===== src/rtl/line_memory_arbiter.sv =====
// line_memory_arbiter: shares one line-wide backing memory between the I-cache refill
// path and the D-cache refill/writeback path, one outstanding access at a time.
// Optional build macro: ROUND_ROBIN_EN (alternate grants on simultaneous requests);
// when undefined, D wins ties over I.
module line_memory_arbiter #(
  parameter int unsigned ADDR_W = 32,
  parameter int unsigned LINE_W = 128
) (
  input  logic              clock,
  input  logic              reset_n,
  input  logic              i_req,
  input  logic [ADDR_W-1:0] i_addr,
  output logic              i_ack,
  output logic [LINE_W-1:0] i_line,
  input  logic              d_req,
  input  logic              d_we,
  input  logic [ADDR_W-1:0] d_addr,
  input  logic [LINE_W-1:0] d_wdata,
  output logic              d_ack,
  output logic [LINE_W-1:0] d_line,
  output logic              mem_req,
  output logic              mem_we,
  output logic [ADDR_W-1:0] mem_addr,
  output logic [LINE_W-1:0] mem_wdata,
  input  logic              mem_ready,
  input  logic [LINE_W-1:0] mem_rdata
);

  localparam logic [ADDR_W-1:0] LINE_MASK = ~ADDR_W'(4'hF);

  typedef enum logic [1:0] {
    S_IDLE = 2'd0,
    S_BUSY = 2'd1,
    S_DONE = 2'd2
  } state_e;

  state_e            state_q, state_d;
  logic              grant_d_q, grant_d_d;   // 1: current access belongs to D
  logic              i_ack_q, i_ack_d;
  logic              d_ack_q, d_ack_d;
  logic              mem_req_q, mem_req_d;
  logic              mem_we_q, mem_we_d;
  logic [ADDR_W-1:0] mem_addr_q, mem_addr_d;
  logic [LINE_W-1:0] mem_wdata_q, mem_wdata_d;
  logic [LINE_W-1:0] i_line_q, i_line_d;
  logic [LINE_W-1:0] d_line_q, d_line_d;
  logic              pick_d;

`ifdef ROUND_ROBIN_EN
  logic              last_d_q, last_d_d;     // 1: most recent grant went to D

  // Round robin: on a tie, grant whichever requester did not win last time
  always_comb begin
    pick_d = d_req && (!i_req || !last_d_q);
  end
`else
  // Fixed priority: D wins whenever it is requesting
  always_comb begin
    pick_d = d_req;
  end
`endif

  // Next-state and registered-output computation for the access sequencer
  always_comb begin
    state_d     = state_q;
    grant_d_d   = grant_d_q;
    i_ack_d     = 1'b0;
    d_ack_d     = 1'b0;
    mem_req_d   = mem_req_q;
    mem_we_d    = mem_we_q;
    mem_addr_d  = mem_addr_q;
    mem_wdata_d = mem_wdata_q;
    i_line_d    = i_line_q;
    d_line_d    = d_line_q;
`ifdef ROUND_ROBIN_EN
    last_d_d    = last_d_q;
`endif
    unique case (state_q)
      S_IDLE: begin
        if (i_req || d_req) begin
          grant_d_d  = pick_d;
          mem_req_d  = 1'b1;
          mem_we_d   = pick_d && d_we;
          mem_addr_d = (pick_d ? d_addr : i_addr) & LINE_MASK;
          if (pick_d) begin
            mem_wdata_d = d_wdata;
          end
`ifdef ROUND_ROBIN_EN
          last_d_d   = pick_d;
`endif
          state_d    = S_BUSY;
        end
      end
      S_BUSY: begin
        if (mem_ready) begin
          if (grant_d_q) begin
            d_line_d = mem_rdata;
            d_ack_d  = 1'b1;
          end else begin
            i_line_d = mem_rdata;
            i_ack_d  = 1'b1;
          end
          mem_req_d = 1'b0;
          mem_we_d  = 1'b0;
          state_d   = S_DONE;
        end
      end
      S_DONE: begin
        state_d = S_IDLE;
      end
      default: begin
        state_d = S_IDLE;
      end
    endcase
  end

  // State and output registers; reset abandons any access in flight
  always_ff @(posedge clock or negedge reset_n) begin
    if (!reset_n) begin
      state_q     <= S_IDLE;
      grant_d_q   <= 1'b0;
      i_ack_q     <= 1'b0;
      d_ack_q     <= 1'b0;
      mem_req_q   <= 1'b0;
      mem_we_q    <= 1'b0;
      mem_addr_q  <= '0;
      mem_wdata_q <= '0;
      i_line_q    <= '0;
      d_line_q    <= '0;
`ifdef ROUND_ROBIN_EN
      last_d_q    <= 1'b0;
`endif
    end else begin
      state_q     <= state_d;
      grant_d_q   <= grant_d_d;
      i_ack_q     <= i_ack_d;
      d_ack_q     <= d_ack_d;
      mem_req_q   <= mem_req_d;
      mem_we_q    <= mem_we_d;
      mem_addr_q  <= mem_addr_d;
      mem_wdata_q <= mem_wdata_d;
      i_line_q    <= i_line_d;
      d_line_q    <= d_line_d;
`ifdef ROUND_ROBIN_EN
      last_d_q    <= last_d_d;
`endif
    end
  end

  assign i_ack     = i_ack_q;
  assign d_ack     = d_ack_q;
  assign i_line    = i_line_q;
  assign d_line    = d_line_q;
  assign mem_req   = mem_req_q;
  assign mem_we    = mem_we_q;
  assign mem_addr  = mem_addr_q;
  assign mem_wdata = mem_wdata_q;

endmodule

===== config.mk =====
export PLATFORM = sky130hd
export DESIGN_NAME = line_memory_arbiter
export DESIGN_NICKNAME = d
export VERILOG_FILES = /design/src/rtl/line_memory_arbiter.sv
export SDC_FILE = /design/constraint.sdc
export NUM_CORES = 1
export LEC_CHECK = 0
export CAP_MARGIN = 25
export CORE_AREA = 3 3 286 288
export CTS_CLUSTER_DIAMETER = 40
export DETAILED_ROUTE_END_ITERATION = 16
export DIE_AREA = 0 0 289 291
export MAX_ROUTING_LAYER = met4
export PLACE_DENSITY = 0.55
export REMOVE_ABC_BUFFERS = 1
export SYNTH_ARGS = -nofsm -noshare
export SYNTH_HDL_FRONTEND = slang
export SYNTH_SLANG_ARGS = --single-unit
export TNS_END_PERCENT = 20

===== constraint.sdc =====
create_clock -name clock -period 1.8 [get_ports clock]
set_clock_uncertainty 0.1 [all_clocks]
set_input_delay 0.18 -clock clock [delete_from_list [all_inputs] [get_ports clock]]
set_output_delay 0.18 -clock clock [all_outputs]
set_load 0.1 [all_outputs]

==> flow_summary.json, run 1 <==
{
  "startpoint_type": "flop",
  "dp_hpwl_mm": 43.3,
  "start_util_pct": 20.7,
  "clk_latency_ns": 0.59,
  "finalSetupViolations": 0,
  "cts_root_buffer": "clkbuf_16",
  "holdWs_ns": 0.0856,
  "io-pin-count": 746,
  "drt_iter0_drc": 265,
  "cts_made_buffers": 81,
  "chipWidth_microns": 289,
  "hp-class": "in -> async",
  "maxCapViolations": 0,
  "avgSynthCellArea_sq_um": 17.6,
  "grt_use_total_pct": 13.3,
  "fillers": 7613,
  "coreArea_sq_mm": 0.0791,
  "firstDrtPassIters": 4,
  "ys_seq_area_share_pct": 64.0,
  "ys_warn_count": 0,
  "rsz0062_at_grt": "no",
  "path_clk_slew_ns": 0.05,
  "endpoint_kind": "flop",
  "postPlaceCellArea_sq_mm": 0.0255,
  "cts_max_level": 3,
  "drt_wl_total_mm": 56.1,
  "finalHoldViolations": 0,
  "syn_area_sq_mm": 0.0164,
  "gp_congestion": 0.792,
  "crit_type": "reg -> reg",
  "status": "completed",
  "io_buffers": 733,
  "nNetsFinal": 2088,
  "cp_data_arrival_time_ns": 2.09,
  "grt_overflow": 0,
  "antenna_left": 0,
  "yosysTopAreaCellShare_pct": 64.0,
  "cp.required_ns": 2.18,
  "antenna_found_initial": 4,
  "vias": 11200,
  "routedWlPerCell_microns": 19.5,
  "cts.sinks": 419,
  "die_height_microns": 291,
  "vias_per_cell": 3.87,
  "ys_ff_latch": 419,
  "critPathMaxFanout": 20,
  "fmax_mhz": 586,
  "synth.area.top_cells": "dfrtp_1, mux2_2, mux2_4, mux2_1, buf_6",
  "layout-drive-gt1-share_pct": 56.0,
  "row_count": 103,
  "drc": 0,
  "grt_pass1_vias": 12800,
  "tritoncts": "built",
  "final_area_sq_mm": 0.0284,
  "finalCriticalPeriod_ns": 1.71,
  "grt_max_degree": 57,
  "synthCells": 929,
  "grt_pass1_wl_mm": 82.5,
  "max_slew.worst_pin.slew_ns": 0.636,
  "layout_commonest_cell": "dfrtp_1",
  "drv_slew": 0,
  "slew_headroom_pct": 57.6,
  "clock_path_buffers": 3,
  "final.period_utilization_pct": 94.8,
  "dieArea_sq_mm": 0.0841,
  "synth_area_leader_cell": "dfrtp_1",
  "final_cell_mix": "dfrtp_1, buf_4, clkdlybuf4s50_1",
  "area_growth_pct": 73.2,
  "post-route-util_pct": 35.8,
  "ys_types": 23
}
-- through the flow --
step	setup WS [ns]	TNS, ns	std cells
2_1_floorplan	-5.03	-1271.69	879
3_3_place_gp	-0.262	-57.32	2728
3_5_place_dp	-0.264	-55.63	2728
4_1_cts	0.0319	0	2880
5_1_grt	0.0313	0	2884
6_report	0.0944	0	2884
-- Yosys cell counts --
| master | number |
|---|---|
| inv_2 | 1 |
| mux2_4 | 98 |
| inv_1 | 1 |
| conb_1 | 1 |
| nor2_1 | 1 |
| nand2_1 | 3 |
| dfrtp_1 | 419 |
| mux2_2 | 301 |
| o21ai_0 | 2 |
| o21a_1 | 1 |
| mux2_1 | 41 |
| buf_6 | 23 |
| nand3b_4 | 1 |
| nor2_2 | 1 |
| buf_2 | 11 |
| buf_4 | 17 |
| or2b_1 | 1 |
| buf_1 | 1 |
| a32o_1 | 1 |
| buf_8 | 1 |
| a21o_1 | 1 |
| and2_1 | 1 |
| nand2_2 | 1 |
-- routing by layer --
layer	up-vias	global-route usage (%)	wire length (microns)
met3	134	3.34	3660
met2	395	23.4	29600
li1	4980	-	-
met4	0	5.75	2210
met5	-	-	0
met1	5661	14.1	20700
-- cell families after synthesis --
kind of cell / Yosys count / share of synthesized area [%]
AND/OR/NAND/NOR: 9 / 0.374
buffers and inverters: 55 / 2.86
AO/OA/AOI/OAI: 5 / 0.214
other: 1 / 0.0229
flip-flops: 419 / 64.0
multiplexers: 440 / 32.5
-- worst paths after layout --
check	end	cells after the start	start	slack [ns]
max in group asynchronous	i_line[91]	3	reset_n	0.81
min reg2reg	mem_req	2	mem_req	0.38
min	d_line[109]	2	reset_n	0.09
max	mem_wdata[4]	5	state_q[1]	0.09
max reg2reg	mem_wdata[4]	5	state_q[1]	0.09
min in group clock	mem_wdata[124]	2	d_wdata[124]	0.09
-- registers in the layout (all words and copies together), names as in the netlist --
register and flops:
i_ack 1, grant_d_q 1, mem_req 1, i_line 128, d_line 128, state_q 2, mem_we 1, mem_addr 28
mem_wdata 128, d_ack 1
-- what timing repair did --
item	CTS	global route
hold buffers	1	0
setup buffers	0	0
resized for setup	0	1
endpoints found under the hold margin	419	0
setup endpoints to repair	0	2
-- critical path: stages, from the launching register on --
cell and delay (ns):
dfrtp_1 0.39, nor2_2 0.17, and2_4 0.21, buf_12 0.15, buf_12 0.18, mux2_2 0.36
-- layout make-up --
| cell class | count | area (sq um) | area share, % |
|---|---|---|---|
| multi-input cells | 458 | 5460 | 19.2 |
| flip-flops and latches | 419 | 10500 | 37.0 |
| diodes | 4 | 10.0 | 0.0353 |
| well taps | 1050 | 1310 | 4.63 |
| repair buffers | 800 | 8270 | 29.2 |
| clock buffers | 111 | 2290 | 8.07 |
| inverters | 2 | 7.51 | 0.0265 |
| clock inverters | 40 | 529 | 1.87 |
Power of run 1 is left out: the tool's default activity adds up to more than one toggle a clock period on the data nets, which glitch-free logic cannot reach.
==> run 2, diff against run 1 <==
ABC_AREA = 0   (was not set)
CAP_MARGIN = 20   (was 25)
HOLD_SLACK_MARGIN = 0.02   (was not set)
==> results of run 2 <==
Final layout, timing and power as in run 1 (identical DEF).
Power of run 2 is left out for the same reason.
